--- src/rtl/adc_pkg.sv ---
// Shared types for the SAR converter sequencing logic.
package adc_pkg;

  localparam int ADC_DATA_W = 8;

  typedef enum logic [1:0] {
    IDLE  = 2'd0,
    START = 2'd1,
    WAIT  = 2'd2,
    ACC   = 2'd3
  } adc_state_e;

  // Sticky flag update: a set in the same cycle as a clear wins.
  function automatic logic sticky_next(input logic flag_q, input logic set_i, input logic clr_i);
    return set_i | (flag_q & ~clr_i);
  endfunction

endpackage

--- src/rtl/adc_tick_gen.sv ---
// Programmable period counter; emits a one-cycle registered tick every max(period,1)
// cycles while enabled, the first one the cycle after enable rises.
module adc_tick_gen #(
  parameter int DIV_W = 16
) (
  input  logic             clk_i,
  input  logic             rst_ni,
  input  logic             en_i,
  input  logic [DIV_W-1:0] period_i,
  output logic             tick_o
);

  logic [DIV_W-1:0] cnt_q, cnt_d;
  logic             tick_q, tick_d;

  always_comb begin
    cnt_d  = cnt_q;
    tick_d = 1'b0;
    if (!en_i) begin
      cnt_d = '0;
    end else if (cnt_q == '0) begin
      tick_d = 1'b1;
      cnt_d  = (period_i == '0) ? '0 : period_i - DIV_W'(1);
    end else begin
      cnt_d = cnt_q - DIV_W'(1);
    end
  end

  always_ff @(posedge clk_i or negedge rst_ni) begin
    if (!rst_ni) begin
      cnt_q  <= '0;
      tick_q <= 1'b0;
    end else begin
      cnt_q  <= cnt_d;
      tick_q <= tick_d;
    end
  end

  assign tick_o = tick_q;

endmodule

--- src/rtl/adc_sample_ctrl.sv ---
// SAR converter sequencer: starts conversions on timer ticks, averages 2**AVG_LOG2
// results and presents the truncated mean on a valid/ready port with sticky error flags.
module adc_sample_ctrl
  import adc_pkg::*;
#(
  parameter int DATA_W   = ADC_DATA_W,
  parameter int DIV_W    = 16,
  parameter int AVG_LOG2 = 2,
  parameter int TIMEOUT  = 15
) (
  input  logic              clk_i,
  input  logic              rst_ni,
  input  logic              en_i,
  input  logic [DIV_W-1:0]  period_i,
  output logic              adc_start_o,
  input  logic              adc_rdy_i,
  input  logic [DATA_W-1:0] adc_data_i,
  output logic              out_valid_o,
  input  logic              out_ready_i,
  output logic [DATA_W-1:0] out_data_o,
  output logic              overrun_o,
  output logic              late_o,
  output logic              timeout_o,
  input  logic              clr_flags_i
);

  localparam int ACC_W  = DATA_W + AVG_LOG2;
  localparam int CNT_W  = (AVG_LOG2 > 0) ? AVG_LOG2 : 1;
  localparam int WAIT_W = $clog2(TIMEOUT + 1);
  localparam logic [CNT_W-1:0]  CNT_LAST  = CNT_W'((1 << AVG_LOG2) - 1);
  localparam logic [WAIT_W-1:0] WAIT_LAST = WAIT_W'(TIMEOUT - 1);

  adc_state_e        state_q, state_d;
  logic [WAIT_W-1:0] wait_q, wait_d;
  logic [DATA_W-1:0] sample_q, sample_d;
  logic [ACC_W-1:0]  acc_q, acc_d, acc_sum_s;
  logic [CNT_W-1:0]  cnt_q, cnt_d;
  logic              discard_q, discard_d;
  logic              valid_q, valid_d;
  logic [DATA_W-1:0] data_q, data_d;
  logic              overrun_q, late_q, timeout_q;
  logic              tick_s, start_s, acc_take_s, load_s;
  logic              overrun_set_s, late_set_s, timeout_set_s;

  adc_tick_gen #(.DIV_W(DIV_W)) u_tick (
    .clk_i    (clk_i),
    .rst_ni   (rst_ni),
    .en_i     (en_i),
    .period_i (period_i),
    .tick_o   (tick_s)
  );

  always_ff @(posedge clk_i or negedge rst_ni) begin
    if (!rst_ni) state_q <= IDLE;
    else         state_q <= state_d;
  end

  always_comb begin
    state_d = state_q;
    case (state_q)
      IDLE:    if (tick_s && en_i) state_d = START; else state_d = IDLE;
      START:   state_d = WAIT;
      WAIT: begin
        if (adc_rdy_i)               state_d = ACC;
        else if (wait_q == WAIT_LAST) state_d = IDLE;
        else                          state_d = WAIT;
      end
      ACC:     state_d = IDLE;
      default: state_d = IDLE;
    endcase
  end

  always_comb begin
    start_s = 1'b0;
    case (state_q)
      START:   start_s = 1'b1;
      default: start_s = 1'b0;
    endcase
  end

  // A conversion whose window saw en_i low is tainted; its sample is dropped in ACC.
  always_comb begin
    wait_d        = (state_q == WAIT) ? wait_q + WAIT_W'(1) : '0;
    sample_d      = (state_q == WAIT && adc_rdy_i) ? adc_data_i : sample_q;
    discard_d     = (state_q == IDLE) ? 1'b0 : (discard_q | ~en_i);
    timeout_set_s = (state_q == WAIT) && !adc_rdy_i && (wait_q == WAIT_LAST);
    late_set_s    = tick_s && (state_q != IDLE);
    acc_sum_s     = acc_q + ACC_W'(sample_q);
    acc_take_s    = (state_q == ACC) && en_i && !discard_q;
    load_s        = acc_take_s && (cnt_q == CNT_LAST);
    acc_d         = acc_q;
    cnt_d         = cnt_q;
    if (!en_i || timeout_set_s || load_s) begin
      acc_d = '0;
      cnt_d = '0;
    end else if (acc_take_s) begin
      acc_d = acc_sum_s;
      cnt_d = cnt_q + CNT_W'(1);
    end else begin
      acc_d = acc_q;
      cnt_d = cnt_q;
    end
  end

  // Output register: a fresh load always wins over the handshake clearing valid.
  always_comb begin
    valid_d       = valid_q;
    data_d        = data_q;
    overrun_set_s = 1'b0;
    if (load_s) begin
      valid_d       = 1'b1;
      data_d        = DATA_W'(acc_sum_s >> AVG_LOG2);
      overrun_set_s = valid_q && !out_ready_i;
    end else if (valid_q && out_ready_i) begin
      valid_d = 1'b0;
    end else begin
      valid_d = valid_q;
    end
  end

  always_ff @(posedge clk_i or negedge rst_ni) begin
    if (!rst_ni) begin
      wait_q    <= '0;
      sample_q  <= '0;
      acc_q     <= '0;
      cnt_q     <= '0;
      discard_q <= 1'b0;
      valid_q   <= 1'b0;
      data_q    <= '0;
      overrun_q <= 1'b0;
      late_q    <= 1'b0;
      timeout_q <= 1'b0;
    end else begin
      wait_q    <= wait_d;
      sample_q  <= sample_d;
      acc_q     <= acc_d;
      cnt_q     <= cnt_d;
      discard_q <= discard_d;
      valid_q   <= valid_d;
      data_q    <= data_d;
      overrun_q <= sticky_next(overrun_q, overrun_set_s, clr_flags_i);
      late_q    <= sticky_next(late_q, late_set_s, clr_flags_i);
      timeout_q <= sticky_next(timeout_q, timeout_set_s, clr_flags_i);
    end
  end

  assign adc_start_o = start_s;
  assign out_valid_o = valid_q;
  assign out_data_o  = data_q;
  assign overrun_o   = overrun_q;
  assign late_o      = late_q;
  assign timeout_o   = timeout_q;

endmodule

--- config.mk ---
export PLATFORM = sky130hd
export DESIGN_NAME = adc_sample_ctrl
export DESIGN_NICKNAME = d
export VERILOG_FILES = /design/src/rtl/adc_pkg.sv /design/src/rtl/adc_tick_gen.sv /design/src/rtl/adc_sample_ctrl.sv
export SDC_FILE = /design/constraint.sdc
export NUM_CORES = 1
export LEC_CHECK = 0
export BUFFER_PORTS_ARGS = -buffer_cell sky130_fd_sc_hd__buf_2
export CAP_MARGIN = 15
export CORE_UTILIZATION = 62
export DETAILED_ROUTE_END_ITERATION = 8
export PLACE_DENSITY_LB_ADDON = 0.25
export SETUP_SLACK_MARGIN = 0.2
export SYNTH_ARGS = -nofsm -noshare
export SYNTH_HDL_FRONTEND = slang
export SYNTH_SLANG_ARGS = --single-unit
export TNS_END_PERCENT = 50
--- constraint.sdc ---
create_clock -name clk_i -period 3.4 [get_ports clk_i]
set_input_delay 0.34 -clock clk_i [delete_from_list [all_inputs] [get_ports clk_i]]
set_output_delay 0.34 -clock clk_i [all_outputs]
set_load 0.01 [all_outputs]
==> results.yml, run 1 <==
synth:
  synth_edf_count: 0
  ys_types: 55
  synth.area.top_cells: "dfrtp_1, ha_1, mux2_2, nor2_1, xnor2_1"
  synth-seq-cells: 56
  synth_top_area_share: 0.429
  synthTopCellsByCount: "dfrtp_1, nor2_1, nand2_1"
  syn_nets: 367
  yosysMostFrequentCell: "dfrtp_1"
  async_flop_share: 1.00
  netlist_area_um2: 3260
  synth_ff_type: "dfrtp_1"
  postSynthCellCount: 322
  ys_seq_area_frac: 0.429
  synth_top_area_cell: "dfrtp_1"
  yosys_warnings: 0
  avgSynthCellArea_um2: 10.1
cells_and_area:
  antenna_cells: 0
  fin_cells: 433
  post-route-util: 0.713
  n_fill_cell: 399
  drive_gt1_frac: 0.218
  area_growth_pct: 10.8
  final_area_um2: 3620
  final_nets: 407
place:
  postPlaceCellArea_um2: 3520
  hpwl_mm: 4.92
  gp_congestion: 0.831
  portBuffers: 42
  place_inst: 425
  pre_cts_ws_ps: 978
global_route:
  grt_pass1_wl_mm: 10.8
  gr-total-overflow: 0
  grt_pass1_vias: 2278
  antenna_found_initial: 0
  grtUsageTotal: 0.257
  grt_start_max_net_pins: 35
sta:
  rsz0062_at_grt: "false"
  fin_crit_ps: 2290
  relSlewSlack: 0.272
  report.final.slew_viol_count: 0
  worst_slack_ps: 1110
  setup_tns_ps: 0
  holdWs_ps: 79.2
  max_freq_mhz: 437
  setup_viol: 0
  period_share: 0.673
  fin_skew_ps: 9.26
  hold_viol: 0
  tightest_slew_ps: 1090
die:
  initial_core_util: 0.643
  die_w_um: 74.5
  rows: 26
  io_pins: 43
  core-area_um2: 5070
  dieArea_um2: 5560
  die_height_um: 74.5
critical_path:
  required_ps: 3610
  worstSetupEndpointType: "flip-flop"
  timing.rr.end: "acc_q[7]$_DFFE_PN0P_"
  crit-reg2reg-launch: "sample_q[4]$_DFFE_PN0P_"
  r2r_cells: 6
  worstPathArrival_ps: 2500
  worstPathMaxFanout: 5
  crit_type: "flip-flop to flip-flop"
  start_kind: "flip-flop"
  r2r_slack_ps: 1110
clocking:
  clk_latency_ps: 310
  cts_root_buffer: "clkbuf_8"
  cts_buffers: 5
  cts_hold_buf: 0
  cts_setup_buffers: 0
  h-tree-depth: 2
  tritoncts: "built"
  cts.sinks: 56
  clk_pin_slew_ps: 100
  clock_path_buffers: 2
  cts_resized: 0
run_status:
  status: "finished clean"
routing:
  detail_route.vias_per_cell: 5.92
  highest_layer: "met4"
  drt-initial-drc-count: 190
  drt_wl_total_mm: 6.70
  dr_wl_met3_um: 311
  wl_per_cell_um: 15.5
  drcViolationCount: 0
  postRouteAntennaNets: 0
  wl_met2_mm: 3.23
  via_count: 2565
  drtPass1Iterations: 4
  wl_met1_mm: 3.10
pwr:
  ir_drop_v: 0.000333
  p_sw_frac: 0.391
  pwr-share-comb: 0.435
  p_leak_nw: 1.66
  seq_power_share: 0.401
  p_int_mw: 1.45
  cellPowerDensity_nw_per_um2: 660
  p_switching_mw: 0.934
  finalPower_mw: 2.39
  clock_power_share: 0.164
run:
  cap_violations: 0
min_path:
  hp-class: "input port to asynchronous set/reset pin"
-- kinds of logic (layout without fill, tap and decap cells) --
kind of cell               Yosys count  after routing  synth area share
muxes                               18             18            0.0602
and+or+nand+nor                    110            110             0.189
DFF                                 56             56             0.429
xor gates and xnor gates            28             28            0.0752
AOI/OAI and AO/OA                   73             73             0.157
buffers and inverters               22             63            0.0288
adders and majority gates           15             15            0.0598
-- metal layers --
metal	GRT usage	vias to the layer above
li1	-	1243
met5	0	-
met1	0.363	1243
met4	0.0524	0
met3	0.0501	6
met2	0.413	73
-- final cells by class --
class,instances,area (um2),area share
clock buffer,6,82.6,0.0228
tap,70,87.6,0.0242
inverter,12,45.0,0.0125
timing repair buffer,43,218,0.0602
sequential,56,1400,0.388
multi-input combinational,244,1770,0.489
clock inverter,2,13.8,0.00381
-- power groups by stage --
stage | combinational [mW] | clock, mW | sequential [mW]
2_1_floorplan | 0.849 | 0 | 0.920
3_3_place_gp | 0.984 | 0 | 0.960
3_5_place_dp | 1.03 | 0 | 0.969
4_1_cts | 1.04 | 0.399 | 0.954
5_1_grt | 1.15 | 0.426 | 0.977
6_report | 1.04 | 0.392 | 0.957
-- registers in the layout (all words and copies together) (netlist names) --
name and cells:
acc_q 10, cnt_q 2, discard_q 1, late_o 1
out_data_o 8, out_valid_o 1, overrun_o 1, sample_q 8
state_q 2, timeout_o 1, u_tick.cnt_q 16, u_tick.tick_o 1
wait_q 4
-- how the worst max path moves through the flow --
stage | from | to | slack (ps)
5_1_grt | sample_q[4]$_DFFE_PN0P_ | acc_q[7]$_DFFE_PN0P_ | 990
6_report | sample_q[4]$_DFFE_PN0P_ | acc_q[7]$_DFFE_PN0P_ | 1110
3_5_place_dp | period_i[0] | u_tick.cnt_q[0]$_DFF_PN0_ | 980
2_1_floorplan | sample_q[4]$_DFFE_PN0P_ | acc_q[7]$_DFFE_PN0P_ | 1360
3_3_place_gp | period_i[0] | u_tick.cnt_q[0]$_DFF_PN0_ | 1010
4_1_cts | sample_q[4]$_DFFE_PN0P_ | acc_q[7]$_DFFE_PN0P_ | 1120
-- critical path, cell delays in order (launching register included) --
cell and delay [ps]:
dfrtp_1 400, ha_1 370, and2_1 230, a221oi_1 340
a21oi_1 200, or3_1 380, a32o_1 260
-- cell usage in the layout, fill, tap and decap left out, drive strengths merged, types with 2 or more instances in the layout --
cell type   n
mux2i       5
a22o        7
and3        3
o22a        9
nand3      11
o31ai       5
a21oi      17
ha         14
xnor2      14
a21o        3
nand2      20
or3         2
nand3b      3
buf        43
dfrtp      56
o22ai       3
clkbuf      6
nor2b       4
nand2b      4
o21a        3
nand4       3
inv        13
o211ai      3
nor4        5
nor3b       2
mux2       13
nor2       37
xor2       14
o21ai      11
o21bai      2
nor3       11
(Power assumes the default switching activity.)
==> run 2, diff against run 1 <==
--- a/config.mk
+++ b/config.mk
@@ -5,9 +5,10 @@
 export SDC_FILE = /design/constraint.sdc
 export NUM_CORES = 1
 export LEC_CHECK = 0
+export ABC_AREA = 1
 export BUFFER_PORTS_ARGS = -buffer_cell sky130_fd_sc_hd__buf_2
 export CAP_MARGIN = 15
-export CORE_UTILIZATION = 62
+export CORE_UTILIZATION = 59
 export DETAILED_ROUTE_END_ITERATION = 8
 export PLACE_DENSITY_LB_ADDON = 0.25
 export SETUP_SLACK_MARGIN = 0.2
==> constraint.sdc (replaced) <==
create_clock -name clk_i -period 2.2 [get_ports clk_i]
set_input_delay 0.22 -clock clk_i [delete_from_list [all_inputs] [get_ports clk_i]]
set_output_delay 0.22 -clock clk_i [all_outputs]
set_load 0.01 [all_outputs]
==> results.yml, run 2 <==
sta:
  fin_skew_ps: 15.1
  rsz0062_at_grt: "false"
  worst_slack_ps: 337
  hold_viol: 0
  setup_viol: 0
  relSlewSlack: 0.664
  max_freq_mhz: 537
  holdWs_ps: 100
  period_share: 0.847
  fin_crit_ps: 1860
  tightest_slew_ps: 503
  setup_tns_ps: 0
  report.final.slew_viol_count: 0
critical_path:
  slowest_stage: "fa_1"
  r2r_slack_ps: 340
  timing.rr.end: "out_data_o[4]$_DFFE_PN0P_"
  r2r_cells: 9
  crit-reg2reg-launch: "sample_q[0]$_DFFE_PN0P_"
  crit_chain: "ha_1, fa_1, nand3_1, nand2_1, nand2_1, nand2_1, or2_1, nand3_1, nand2_1"
  worstPathArrival_ps: 2080
  crit_path_frequent_cell: "nand2_1"
  required_ps: 2410
  max_stage_delay_ps: 410
  crit_type: "flip-flop to flip-flop"
  worstPathMaxFanout: 3
  worstSetupEndpointType: "flip-flop"
  start_kind: "flip-flop"
cells_and_area:
  layout_commonest_cell: "nand2_1"
  seqCellArea_um2: 1400
  area_growth_pct: 11.9
  antenna_cells: 0
  reg_top3: "u_tick.cnt_q: 16 flops, acc_q: 10 flops"
  final_area_um2: 3950
  largest_reg_flops: 16
  multiInputGateArea_um2: 1900
  drive_gt1_frac: 0.212
  final_cell_mix: "nand2_1, dfrtp_1, nor2_1"
  final_nets: 539
  top_register: "u_tick.cnt_q"
  n_fill_cell: 465
synth:
  ys_seq_area_frac: 0.397
  syn_nets: 491
  yosysMostFrequentCell: "nand2_1"
  avgSynthCellArea_um2: 7.92
  synthTopCellsByCount: "nand2_1, dfrtp_1, nor2_1"
  async_flop_share: 1.00
  synth_top_area_cell: "dfrtp_1"
  postSynthCellCount: 446
  synth-seq-cells: 56
  yosys_warnings: 0
  synth.area.top_cells: "dfrtp_1, nand2_1, nor2_1, ha_1, nand3_1"
  ys_types: 35
  netlist_area_um2: 3530
  synth_top_area_share: 0.397
  synth_edf_count: 0
  synth_ff_type: "dfrtp_1"
die:
  die_height_um: 79.4
  dieArea_um2: 6300
  rows: 27
  initial_core_util: 0.626
  core-area_um2: 5640
  io_pins: 43
  die_w_um: 79.4
clocking:
  h-tree-depth: 2
  clock_path_buffers: 2
  cts_setup_buffers: 0
  cts_root_buffer: "clkbuf_8"
  cts.sinks: 56
  cts_buffers: 5
  tritoncts: "built"
  clk_latency_ps: 320
  clk_pin_slew_ps: 110
routing:
  wl_per_cell_um: 13.4
  drtPass1Iterations: 5
  drt-initial-drc-count: 277
  postRouteAntennaNets: 0
  detail_route.vias_per_cell: 5.40
  via_count: 3059
  drcViolationCount: 0
  drt_wl_total_mm: 7.61
run:
  cap_violations: 0
place:
  portBuffers: 42
  gp_congestion: 0.890
  postPlaceCellArea_um2: 3820
  hpwl_mm: 5.84
  pre_cts_ws_ps: 384
pwr:
  cellPowerDensity_nw_per_um2: 1080
  p_leak_nw: 2.11
  ir_drop_v: 0.000583
min_path:
  hp-class: "input port to flip-flop"
  hold_path_end: "overrun_o$_DFF_PN0_"
  hp-start: "clr_flags_i"
  hold_depth: 2
run_status:
  status: "finished clean"
global_route:
  grt_pass1_vias: 2919
  antenna_found_initial: 0
  gr-total-overflow: 0
  grt_pass1_wl_mm: 13.1
  grt_start_max_net_pins: 23
  grtUsageTotal: 0.269
[run 2: cell count changes after synthesis, moves of 10 or more]
cell     previous run  this run
nand4_1             3        15
o21ai_2             0        12
inv_1              12        41
a21oi_1            17         7
nand3_1            10        34
nor2_1             37        55
nand2_1            20       118
[run 2: worst max-delay path by stage]
| stage | slack [ps] | from | end |
|---|---|---|---|
| CTS | 360 | sample_q[0]$_DFFE_PN0P_ | out_data_o[4]$_DFFE_PN0P_ |
| global route | 250 | sample_q[0]$_DFFE_PN0P_ | out_data_o[4]$_DFFE_PN0P_ |
| floorplan | 510 | sample_q[0]$_DFFE_PN0P_ | out_data_o[4]$_DFFE_PN0P_ |
| finish | 340 | sample_q[0]$_DFFE_PN0P_ | out_data_o[4]$_DFFE_PN0P_ |
| global placement | 420 | sample_q[0]$_DFFE_PN0P_ | out_data_o[4]$_DFFE_PN0P_ |
| detailed placement | 380 | sample_q[0]$_DFFE_PN0P_ | out_data_o[4]$_DFFE_PN0P_ |
[run 2: area by class of cell]
class,count,area share
well taps,72,0.0228
repair buffers,49,0.0671
multi-input cells,335,0.482
flip-flops and latches,56,0.355
clock inverters,3,0.0117
inverters,47,0.0446
clock buffers,5,0.0174
[run 2: power breakdown]
group	internal (mW)	switching, mW	leakage (nW)
registers	1.29	0.254	0.748
logic	0.754	1.28	1.31
clock network	0.343	0.348	0.0548
[run 2: what timing repair did]
item	in CTS	in global routing
endpoints found under the setup margin	0	1
hold buffers	1	0
gates resized for setup	0	1
endpoints found under the hold margin	20	0
[run 2: logic make-up (layout without fill, tap and decap cells)]
kind of cell	after synthesis	after routing	synth area share
AOI/OAI and AO/OA	35	35	0.0648
xor gates and xnor gates	19	19	0.0471
muxes	8	8	0.0255
adders and majority gates	15	15	0.0553
and+or+nand+nor	258	258	0.344
DFF	56	56	0.397
buffers and inverters	55	104	0.0659
[run 2: worst max-delay path, delay by kind of cell (launching register included)]
family | cells | cell delay (ps)
adders and majority gates | 2 | 650
DFF | 1 | 400
and+or+nand+nor | 7 | 720
[run 2: routing by layer]
| layer | part of all wire | vias to the layer above | wire length (um) | track usage |
|---|---|---|---|---|
| li1 | - | 1527 | - | - |
| met4 | 0.013 | 0 | 102 | 0.0800 |
| met3 | 0.048 | 11 | 363 | 0.0368 |
| met1 | 0.48 | 1425 | 3650 | 0.378 |
| met5 | 0 | - | 0 | 0 |
| met2 | 0.46 | 96 | 3490 | 0.431 |
[run 2: metrics by stage]
stage          std cells  utilization  total power, mW
3_3_place_gp         558        0.677             3.45
5_1_grt              567        0.701             4.62
2_1_floorplan        446            -             3.13
3_5_place_dp         558        0.677             3.55
6_report             567        0.701             4.27
4_1_cts              567        0.699             4.26
==> run 3, diff against run 2 <==
--- a/config.mk
+++ b/config.mk
@@ -8,7 +8,7 @@
 export ABC_AREA = 1
 export BUFFER_PORTS_ARGS = -buffer_cell sky130_fd_sc_hd__buf_2
 export CAP_MARGIN = 15
-export CORE_UTILIZATION = 59
+export CORE_UTILIZATION = 53
 export DETAILED_ROUTE_END_ITERATION = 8
 export PLACE_DENSITY_LB_ADDON = 0.25
 export SETUP_SLACK_MARGIN = 0.2
==> constraint.sdc (replaced) <==
create_clock -name clk_i -period 1.5 [get_ports clk_i]
set_input_delay 0.15 -clock clk_i [delete_from_list [all_inputs] [get_ports clk_i]]
set_output_delay 0.15 -clock clk_i [all_outputs]
set_load 0.01 [all_outputs]
==> results.yml, run 3 (synthesis gave the netlist of run 2 again) <==
sta:
  rsz0062_at_grt: "true"
  report.final.slew_viol_count: 0
  max_freq_mhz: 574
  worst_slack_ps: -243
  relSlewSlack: 0.727
  tightest_slew_ps: 409
  fin_skew_ps: 10.5
  period_share: 1.16
  fin_crit_ps: 1740
  hold_viol: 0
  setup_viol: 27
min_path:
  hold_path_end: "out_valid_o$_DFFE_PN0P_"
  hp-start: "out_ready_i"
  hold_depth: 2
  hp-class: "input port to flip-flop"
critical_path:
  worstPathArrival_ps: 1950
  start_kind: "flip-flop"
  cp_num_buf_inv: 0
  slowest_stage: "dfrtp_1"
  crit_path_frequent_cell: "nand2_1"
  worstPathMaxFanout: 3
  worstSetupEndpointType: "flip-flop"
  r2r_cells: 9
  crit_type: "flip-flop to flip-flop"
  r2r_slack_ps: -240
  required_ps: 1710
  crit_chain: "ha_2, fa_2, nand3_2, nand2_2, nand2_1, nand2_1, or2_1, nand3_1, nand2_1"
  timing.rr.end: "acc_q[6]$_DFFE_PN0P_"
  crit-reg2reg-launch: "sample_q[0]$_DFFE_PN0P_"
  worst_path_dominant_cell_family: "simple AND/OR/NAND/NOR gates"
  max_stage_delay_ps: 400
cells_and_area:
  final_cell_mix: "nand2_1, dfrtp_1, nor2_1"
  top_register: "u_tick.cnt_q"
  antenna_cells: 0
  seqCellArea_um2: 1400
  drive_gt1_frac: 0.340
  final_area_um2: 4520
  reg_top3: "u_tick.cnt_q: 16 flops, acc_q: 10 flops"
  largest_reg_flops: 16
  multiInputGateArea_um2: 2150
  n_fill_cell: 502
  layout_commonest_cell: "nand2_1"
  area_growth_pct: 28.1
  final_nets: 570
die:
  die_height_um: 83.6
  die_w_um: 83.6
  core-area_um2: 6390
  dieArea_um2: 6990
  rows: 29
  initial_core_util: 0.553
  io_pins: 43
routing:
  drt-initial-drc-count: 133
  wl_per_cell_um: 14.2
  drcViolationCount: 0
  drtPass1Iterations: 4
  detail_route.vias_per_cell: 5.31
  drt_wl_total_mm: 8.57
  postRouteAntennaNets: 0
  via_count: 3201
place:
  hpwl_mm: 6.00
  pre_cts_ws_ps: -197
  gp_congestion: 0.919
  portBuffers: 42
  postPlaceCellArea_um2: 4030
clocking:
  clk_pin_slew_ps: 100
  h-tree-depth: 2
  clk_latency_ps: 310
  cts_buffers: 5
  cts.sinks: 56
  tritoncts: "built"
  cts_root_buffer: "clkbuf_8"
  clock_path_buffers: 2
global_route:
  grt_start_max_net_pins: 42
  grt_pass1_wl_mm: 14.1
  grtUsageTotal: 0.252
  grtUsageMet1: 0.322
  antenna_found_initial: 0
  grt_pass1_vias: 3178
  gr-total-overflow: 0
  grt.busiest_layer: "met2"
  grt_use_met2: 0.429
  grtUsageMet3: 0.0455
pwr:
  seq_power_share: 0.312
  p_leak_nw: 2.32
  p_switching_mw: 3.17
  cellPowerDensity_nw_per_um2: 1630
  pwr-share-comb: 0.552
  ir_drop_v: 0.000866
  finalPower_mw: 7.35
  p_sw_frac: 0.431
  clock_power_share: 0.137
  p_int_mw: 4.19
run_status:
  violations: "setup timing"
  status: "finished with violations"
run:
  cap_violations: 0
[run 3: cell count changes in the layout (fill, tap and decap cells not counted), moves of 4 or more]
cell     previous run  this run
ha_4                0         6
inv_1              41        36
buf_4               6        27
inv_2               6        10
nand2_2             6        13
nand3_1            34        29
nor2_4              6        10
nand2_1           118       108
buf_6               0         6
nor2_1             55        50
ha_1               14         6
[run 3: metal layers]
metal / vias up / wire length (um)
met5: - / 0
met3: 21 / 459
met4: 0 / 203
li1: 1589 / -
met2: 99 / 4210
met1: 1492 / 3700
[run 3: power by group through the flow]
stage / clock [mW] / combinational, mW / sequential, mW
floorplan: 0 / 2.46 / 2.21
detailed placement: 0 / 3.31 / 2.27
finish: 1.01 / 4.06 / 2.29
global placement: 0 / 3.20 / 2.24
CTS: 1.02 / 3.68 / 2.27
global route: 1.10 / 4.43 / 2.33
[run 3: worst reg2reg max path, cell delays in order, from the launching register on]
cell and delay, ps:
dfrtp_1 400, ha_2 200, fa_2 360, nand3_2 100
nand2_2 80, nand2_1 70, nand2_1 60, or2_1 230
nand3_1 90, nand2_1 60
[run 3: worst max path at each step]
stage	depth (start not counted)	slack, ps	to	from
floorplan	9	-100	out_data_o[4]$_DFFE_PN0P_	sample_q[0]$_DFFE_PN0P_
global placement	9	-140	out_data_o[4]$_DFFE_PN0P_	sample_q[0]$_DFFE_PN0P_
detailed placement	9	-200	out_data_o[4]$_DFFE_PN0P_	sample_q[0]$_DFFE_PN0P_
CTS	9	-180	out_data_o[4]$_DFFE_PN0P_	sample_q[0]$_DFFE_PN0P_
global route	9	-320	acc_q[6]$_DFFE_PN0P_	sample_q[0]$_DFFE_PN0P_
finish	9	-240	acc_q[6]$_DFFE_PN0P_	sample_q[0]$_DFFE_PN0P_
[run 3: what timing repair did]
action	in CTS	in global routing
gates cloned	1	0
setup buffers	7	5
pin swaps	15	15
setup endpoints to repair	38	46
gates resized for setup	25	32
hold buffers	1	0
hold endpoints to repair	15	0
[run 3: layout make-up]
type                    count  share of cell area
well taps                  77              0.0213
clock inverters             2             0.00858
repair buffers             80               0.128
flip-flops and latches     56               0.310
multi-input cells         335               0.476
inverters                  47              0.0407
clock buffers               6              0.0160
[run 3: stage by stage]
| step | util | cells | TNS [ps] | hold slack, ps |
|---|---|---|---|---|
| 2_1_floorplan | - | 446 | -197 | -146 |
| 3_3_place_gp | 0.631 | 581 | -1020 | 92.8 |
| 3_5_place_dp | 0.631 | 581 | -1980 | 98.4 |
| 4_1_cts | 0.682 | 598 | -1540 | 20.8 |
| 5_1_grt | 0.708 | 603 | -4520 | 26.2 |
| 6_report | 0.708 | 603 | -2240 | 23.9 |
